==> src/rtl/switch_input_port.sv <==
// Switch input port: synchronises the board switches and an enter button, debounces
// the button and latches the switch value per press. Optional irq output: SWITCH_INPUT_PORT_IRQ_EN.
module switch_input_port #(
    parameter int DEBOUNCE_CYCLES = 250000,
    parameter int CNT_W           = $clog2(DEBOUNCE_CYCLES)
) (
    input  logic       clock,
    input  logic       reset,
    input  logic [3:0] switches,
    input  logic       button,
    input  logic       enable,
    output logic [3:0] data_out,
    output logic       ready,
`ifdef SWITCH_INPUT_PORT_IRQ_EN
    output logic       irq,
`endif
    output logic       overrun
);

    typedef enum logic [1:0] {
        IDLE         = 2'd0,
        PRESS_WAIT   = 2'd1,
        HELD         = 2'd2,
        RELEASE_WAIT = 2'd3
    } state_t;

    localparam logic [CNT_W-1:0] CNT_MAX = CNT_W'(DEBOUNCE_CYCLES - 1);

    logic [4:0] raw_bits;
    logic [4:0] sync_bits;
    logic [1:0] chain_reg [5];
    logic [3:0] sw_sync;
    logic       btn_sync;

    state_t           state_reg, state_next;
    logic [CNT_W-1:0] cnt_reg, cnt_next;
    logic             capture;
    logic             accept;

    logic [3:0] data_reg;
    logic       ready_reg;
    logic       overrun_reg;

    // Two-flop synchroniser per raw input bit: {button, switches[3:0]}
    assign raw_bits = {button, switches};

    generate
        for (genvar gi = 0; gi < 5; gi++) begin : g_sync
            always_ff @(posedge clock or posedge reset) begin
                if (reset) begin
                    chain_reg[gi] <= 2'b00;
                end else begin
                    chain_reg[gi] <= {chain_reg[gi][0], raw_bits[gi]};
                end
            end
            assign sync_bits[gi] = chain_reg[gi][1];
        end
    endgenerate

    assign sw_sync  = sync_bits[3:0];
    assign btn_sync = sync_bits[4];

    always_ff @(posedge clock or posedge reset) begin
        if (reset) begin
            state_reg <= IDLE;
            cnt_reg   <= '0;
        end else begin
            state_reg <= state_next;
            cnt_reg   <= cnt_next;
        end
    end

    // Counter restarts at 0 on every state change and saturates at CNT_MAX
    always_comb begin
        state_next = state_reg;
        cnt_next   = cnt_reg;
        case (state_reg)
            IDLE: begin
                if (btn_sync) begin
                    state_next = PRESS_WAIT;
                    cnt_next   = '0;
                end
            end
            PRESS_WAIT: begin
                if (!btn_sync) begin
                    state_next = IDLE;
                    cnt_next   = '0;
                end else if (cnt_reg == CNT_MAX) begin
                    state_next = HELD;
                    cnt_next   = '0;
                end else begin
                    cnt_next = cnt_reg + CNT_W'(1);
                end
            end
            HELD: begin
                if (!btn_sync) begin
                    state_next = RELEASE_WAIT;
                    cnt_next   = '0;
                end
            end
            RELEASE_WAIT: begin
                if (btn_sync) begin
                    state_next = HELD;
                    cnt_next   = '0;
                end else if (cnt_reg == CNT_MAX) begin
                    state_next = IDLE;
                    cnt_next   = '0;
                end else begin
                    cnt_next = cnt_reg + CNT_W'(1);
                end
            end
            default: begin
                state_next = IDLE;
                cnt_next   = '0;
            end
        endcase
    end

    always_comb begin
        capture = (state_reg == PRESS_WAIT) && btn_sync && (cnt_reg == CNT_MAX);
        // A capture is taken if the register is free or is being read this cycle
        accept  = capture && (!ready_reg || enable);
    end

    always_ff @(posedge clock or posedge reset) begin
        if (reset) begin
            data_reg    <= 4'h0;
            ready_reg   <= 1'b0;
            overrun_reg <= 1'b0;
        end else if (capture) begin
            if (accept) begin
                data_reg  <= sw_sync;
                ready_reg <= 1'b1;
                if (enable) begin
                    overrun_reg <= 1'b0;
                end
            end else begin
                overrun_reg <= 1'b1;
            end
        end else if (enable) begin
            ready_reg   <= 1'b0;
            overrun_reg <= 1'b0;
        end
    end

    assign data_out = data_reg;
    assign ready    = ready_reg;
    assign overrun  = overrun_reg;

`ifdef SWITCH_INPUT_PORT_IRQ_EN
    logic irq_reg;

    always_ff @(posedge clock or posedge reset) begin
        if (reset) begin
            irq_reg <= 1'b0;
        end else begin
            irq_reg <= accept;
        end
    end

    assign irq = irq_reg;
`endif

endmodule

==> config.mk <==
export PLATFORM = sky130hd
export DESIGN_NAME = switch_input_port
export DESIGN_NICKNAME = d
export VERILOG_FILES = /design/src/rtl/switch_input_port.sv
export SDC_FILE = /design/constraint.sdc
export NUM_CORES = 1
export LEC_CHECK = 0
export BUFFER_PORTS_ARGS = -buffer_cell sky130_fd_sc_hd__buf_2
export CORE_MARGIN = 2
export CORE_UTILIZATION = 25
export DETAILED_ROUTE_END_ITERATION = 10
export GPL_ROUTABILITY_DRIVEN = 1
export SLEW_MARGIN = 15
export SYNTH_ARGS = -nofsm -noshare
export SYNTH_HDL_FRONTEND = slang
export SYNTH_SLANG_ARGS = --single-unit
==> constraint.sdc <==
create_clock -name clock -period 6.3 [get_ports clock]
set_input_delay 0.63 -clock clock [delete_from_list [all_inputs] [get_ports clock]]
set_output_delay 0.63 -clock clock [all_outputs]
set_load 0.1 [all_outputs]
==> results.yml <==
setup_path:
  end_kind: "flip-flop"
  reg2reg_from: "cnt_reg[10]"
  r2r.worst_path.cells: 6
  worst_setup_path_start_kind: "flip-flop"
  worstPathRequired_ps: 6470
  worstSetupPathType: "flip-flop to flip-flop"
  reg2reg_slack_ps: 4120
  crit_path_max_fanout: 11
  cp_data_arrival_time_ps: 2350
  rr_endpoint: "cnt_reg[16]"
timing:
  fmax_mhz: 459
  worst_margin_pin_slew_ps: 750
  hold_viol: 0
  grt_setup_unrepaired: "false"
  report.final.setup_viol: 0
  finalSetupTns_ps: 0
  final.period_utilization_pct: 34.6
  timing.clock.skew_ps: 9.43
  drv_slew: 0
  timing.max_slew.rel_slack_pct: 49.8
  post-route-min-period_ps: 2180
floorplanning:
  chipWidth_microns: 83.7
  floorplan.core_area_sq_um: 6240
  design.portCount: 14
  placementRows: 29
  die_h_microns: 83.7
  start_util_pct: 25.4
  dieArea_sq_um: 7000
final_layout:
  largest_register_ffs: 18
  number_of_inserted_filler_cells_in_the_final_layout: 670
  multi_input_comb_area_sq_um: 661
  seqCellArea_sq_um: 901
  num_antenna_cells: 0
  synthesis_to_finish_area_growth_pct: 16.9
  final_net_count: 173
  drive_above_1_share_pct: 23.0
clocking:
  worst_setup_hold_path_clk_slew_ps: 80
  cts_tree: "done"
  cts_sinks: 36
  cts-root-buf: "sky130_fd_sc_hd__clkbuf_8"
  cts_buffer_depth: 2
  clock_latency_ps: 290
  cts-buffers-inserted: 5
  cts_htree_levels: 2
  postCtsResizedCells: 0
  postCtsHoldBufs: 0
  post-cts-setup-buffers: 0
power_and_ir_drop:
  power_per_cell_area_nw_per_um2: 247
  static-leakage-power_uw: 0.000858
  design_power_total_uw: 458
  max_ir_drop_vdd_mv: 0.127
detailed_routing:
  antenna_left: 0
  wire_per_inst_microns: 11.7
  drc_errors: 0
  drt-pass1-iter-count: 4
  aggregate_routed_wire_length_microns: 2820
  detailroute.via_count: 1122
  initialDrtViolationCount: 70
  post_detailed_route_via_to_cell_ratio: 4.64
hold_path:
  min_path_cells: 0
  hold_path_startpoint: "chain_reg[4]"
  hold_ep: "chain_reg[5]"
  timing.hold.worst.class: "flip-flop to flip-flop"
global_routing:
  grt_pass1_vias: 1060
  largest_net_degree_at_the_start_of_global_routing: 37
  number_of_antenna_violations_at_the_first_check_in_global_routing: 0
  wire_length_of_the_first_global_routing_pass_microns: 4930
  grt_overflow_total: 0
  grt.total_usage_pct: 9.08
placement:
  place_hpwl_microns: 1980
  numPortBuffers: 13
  gpl.final_weighted_congestion: 0.759
outcome:
  run_status: "finished clean"
logic_synthesis:
  syn_avg_cell_area_sq_um: 10.9
  synth-warning-count: 0
  synth.area.top_cells: "sky130_fd_sc_hd__dfrtp_1 57%, sky130_fd_sc_hd__nand2_1 3.8%, sky130_fd_sc_hd__mux2_2 3.5%"
  seq_area_frac_synth_pct: 56.7
  unique_cell_type_count_in_the_yosys_netlist: 36
  seq_cells_post_synth: 36
  syn-instance-count: 146
  syn_area_sq_um: 1590
  synth_largest_type_area_fraction_pct: 56.7
  synth.net_count: 155
  synthDominantAreaCellType: "sky130_fd_sc_hd__dfrtp_1"
job:
  max_cap_violations: 0
cell usage in the layout (no fill, tap or decap), types with 2 or more instances in the layout:
cell | synthesis | routed
sky130_fd_sc_hd__or2_2 | 2 | 2
sky130_fd_sc_hd__mux2i_1 | 2 | 2
sky130_fd_sc_hd__a31o_2 | 2 | 2
sky130_fd_sc_hd__nand2_1 | 16 | 16
sky130_fd_sc_hd__xor2_1 | 2 | 2
sky130_fd_sc_hd__mux2_2 | 5 | 5
sky130_fd_sc_hd__nor4_1 | 3 | 3
sky130_fd_sc_hd__clkbuf_8 | 0 | 5
sky130_fd_sc_hd__nor3_1 | 5 | 5
sky130_fd_sc_hd__a21oi_1 | 4 | 4
sky130_fd_sc_hd__nand4_1 | 3 | 3
sky130_fd_sc_hd__a22o_1 | 2 | 2
sky130_fd_sc_hd__nor2_1 | 8 | 8
sky130_fd_sc_hd__dfrtp_1 | 36 | 36
sky130_fd_sc_hd__and4_1 | 2 | 2
sky130_fd_sc_hd__o21ai_0 | 9 | 9
sky130_fd_sc_hd__buf_4 | 0 | 2
sky130_fd_sc_hd__a21o_1 | 5 | 5
sky130_fd_sc_hd__and3_1 | 2 | 2
sky130_fd_sc_hd__inv_1 | 2 | 2
sky130_fd_sc_hd__buf_2 | 3 | 13
sky130_fd_sc_hd__nand2b_1 | 3 | 3
sky130_fd_sc_hd__xnor2_1 | 2 | 2
sky130_fd_sc_hd__nand3_1 | 8 | 8
sky130_fd_sc_hd__a31oi_1 | 7 | 7
area by class of cell:
class                           instances  share of cell area, %
Clock inverter                          3                   2.29
Multi-Input combinational cell        104                   35.6
Timing Repair Buffer                   15                   4.31
Clock buffer                            5                   3.71
Sequential cell                        36                   48.5
Inverter                                2                  0.404
Tap cell                               77                   5.19
power by group:
group	leakage (uW)	internal [uW]	total, uW	switching (uW)
clock	0.0000541	117	201	83.6
combinational	0.000328	6.32	19.0	12.7
sequential	0.000476	236	238	2.52
total	0.000858	359	458	98.8
per-stage QoR:
| stage | std cells | setup slack (ps) | utilization (%) | instance area (sq um) | hold slack [ps] |
|---|---|---|---|---|---|
| global placement | 234 | 4200 | 28.0 | 1750 | 332 |
| detailed placement | 234 | 4150 | 28.0 | 1750 | 335 |
| global route | 242 | 3990 | 29.8 | 1860 | 359 |
| CTS | 242 | 4130 | 29.8 | 1860 | 347 |
| floorplan | 146 | 4320 | - | 1590 | 331 |
| finish | 242 | 4120 | 29.8 | 1860 | 344 |
synth_stat cells:
| cell | number |
|---|---|
| sky130_fd_sc_hd__a21o_1 | 5 |
| sky130_fd_sc_hd__a21o_2 | 1 |
| sky130_fd_sc_hd__a21oi_1 | 4 |
| sky130_fd_sc_hd__a22o_1 | 2 |
| sky130_fd_sc_hd__a31o_2 | 2 |
| sky130_fd_sc_hd__a31oi_1 | 7 |
| sky130_fd_sc_hd__a32o_1 | 1 |
| sky130_fd_sc_hd__and2_2 | 1 |
| sky130_fd_sc_hd__and2b_1 | 1 |
| sky130_fd_sc_hd__and3_1 | 2 |
| sky130_fd_sc_hd__and4_1 | 2 |
| sky130_fd_sc_hd__buf_2 | 3 |
| sky130_fd_sc_hd__clkbuf_1 | 1 |
| sky130_fd_sc_hd__dfrtp_1 | 36 |
| sky130_fd_sc_hd__ha_1 | 1 |
| sky130_fd_sc_hd__inv_1 | 2 |
| sky130_fd_sc_hd__mux2_2 | 5 |
| sky130_fd_sc_hd__mux2i_1 | 2 |
| sky130_fd_sc_hd__nand2_1 | 16 |
| sky130_fd_sc_hd__nand2b_1 | 3 |
| sky130_fd_sc_hd__nand3_1 | 8 |
| sky130_fd_sc_hd__nand4_1 | 3 |
| sky130_fd_sc_hd__nand4_2 | 1 |
| sky130_fd_sc_hd__nand4b_1 | 1 |
| sky130_fd_sc_hd__nor2_1 | 8 |
| sky130_fd_sc_hd__nor2_2 | 1 |
| sky130_fd_sc_hd__nor3_1 | 5 |
| sky130_fd_sc_hd__nor3_4 | 1 |
| sky130_fd_sc_hd__nor4_1 | 3 |
| sky130_fd_sc_hd__o21ai_0 | 9 |
| sky130_fd_sc_hd__o21ba_2 | 1 |
| sky130_fd_sc_hd__o22ai_1 | 1 |
| sky130_fd_sc_hd__or2_2 | 2 |
| sky130_fd_sc_hd__or4_1 | 1 |
| sky130_fd_sc_hd__xnor2_1 | 2 |
| sky130_fd_sc_hd__xor2_1 | 2 |
metal layers:
metal | part of all wire (%) | vias up | global-route usage (%)
met2 | 44 | 18 | 13.8
met1 | 50 | 535 | 11.3
met4 | 2.3 | 0 | 5.13
li1 | - | 564 | -
met3 | 3.6 | 5 | 3.07
met5 | 0 | - | 0
critical path, stage by stage (launching register included):
cell,delay (ps)
sky130_fd_sc_hd__dfrtp_1,420
sky130_fd_sc_hd__or4_1,560
sky130_fd_sc_hd__nor2_2,160
sky130_fd_sc_hd__a31oi_1,240
sky130_fd_sc_hd__buf_4,260
sky130_fd_sc_hd__a32o_1,220
sky130_fd_sc_hd__a31o_2,200
logic make-up (layout without fill, tap and decap cells):
| logic type | after synthesis | in the layout | share of synthesized area, % |
|---|---|---|---|
| buf+inv | 6 | 25 | 1.65 |
| mux | 7 | 7 | 4.81 |
| flops | 36 | 36 | 56.7 |
| simple gates | 59 | 59 | 20.2 |
| xor+xnor | 4 | 4 | 2.21 |
| fa+ha+maj | 1 | 1 | 0.788 |
| compound gates | 33 | 33 | 13.6 |
how the worst max path moves through the flow:
| stage | from | to | slack, ps | cells past startpoint |
|---|---|---|---|---|
| floorplan | cnt_reg[10] | data_out[0] | 4320 | 5 |
| global placement | cnt_reg[10] | cnt_reg[16] | 4200 | 6 |
| detailed placement | cnt_reg[10] | cnt_reg[16] | 4150 | 6 |
| CTS | cnt_reg[10] | cnt_reg[16] | 4130 | 6 |
| global route | cnt_reg[0] | cnt_reg[13] | 3990 | 7 |
| finish | cnt_reg[10] | cnt_reg[16] | 4120 | 6 |
Power figures use the tool's default switching activity.
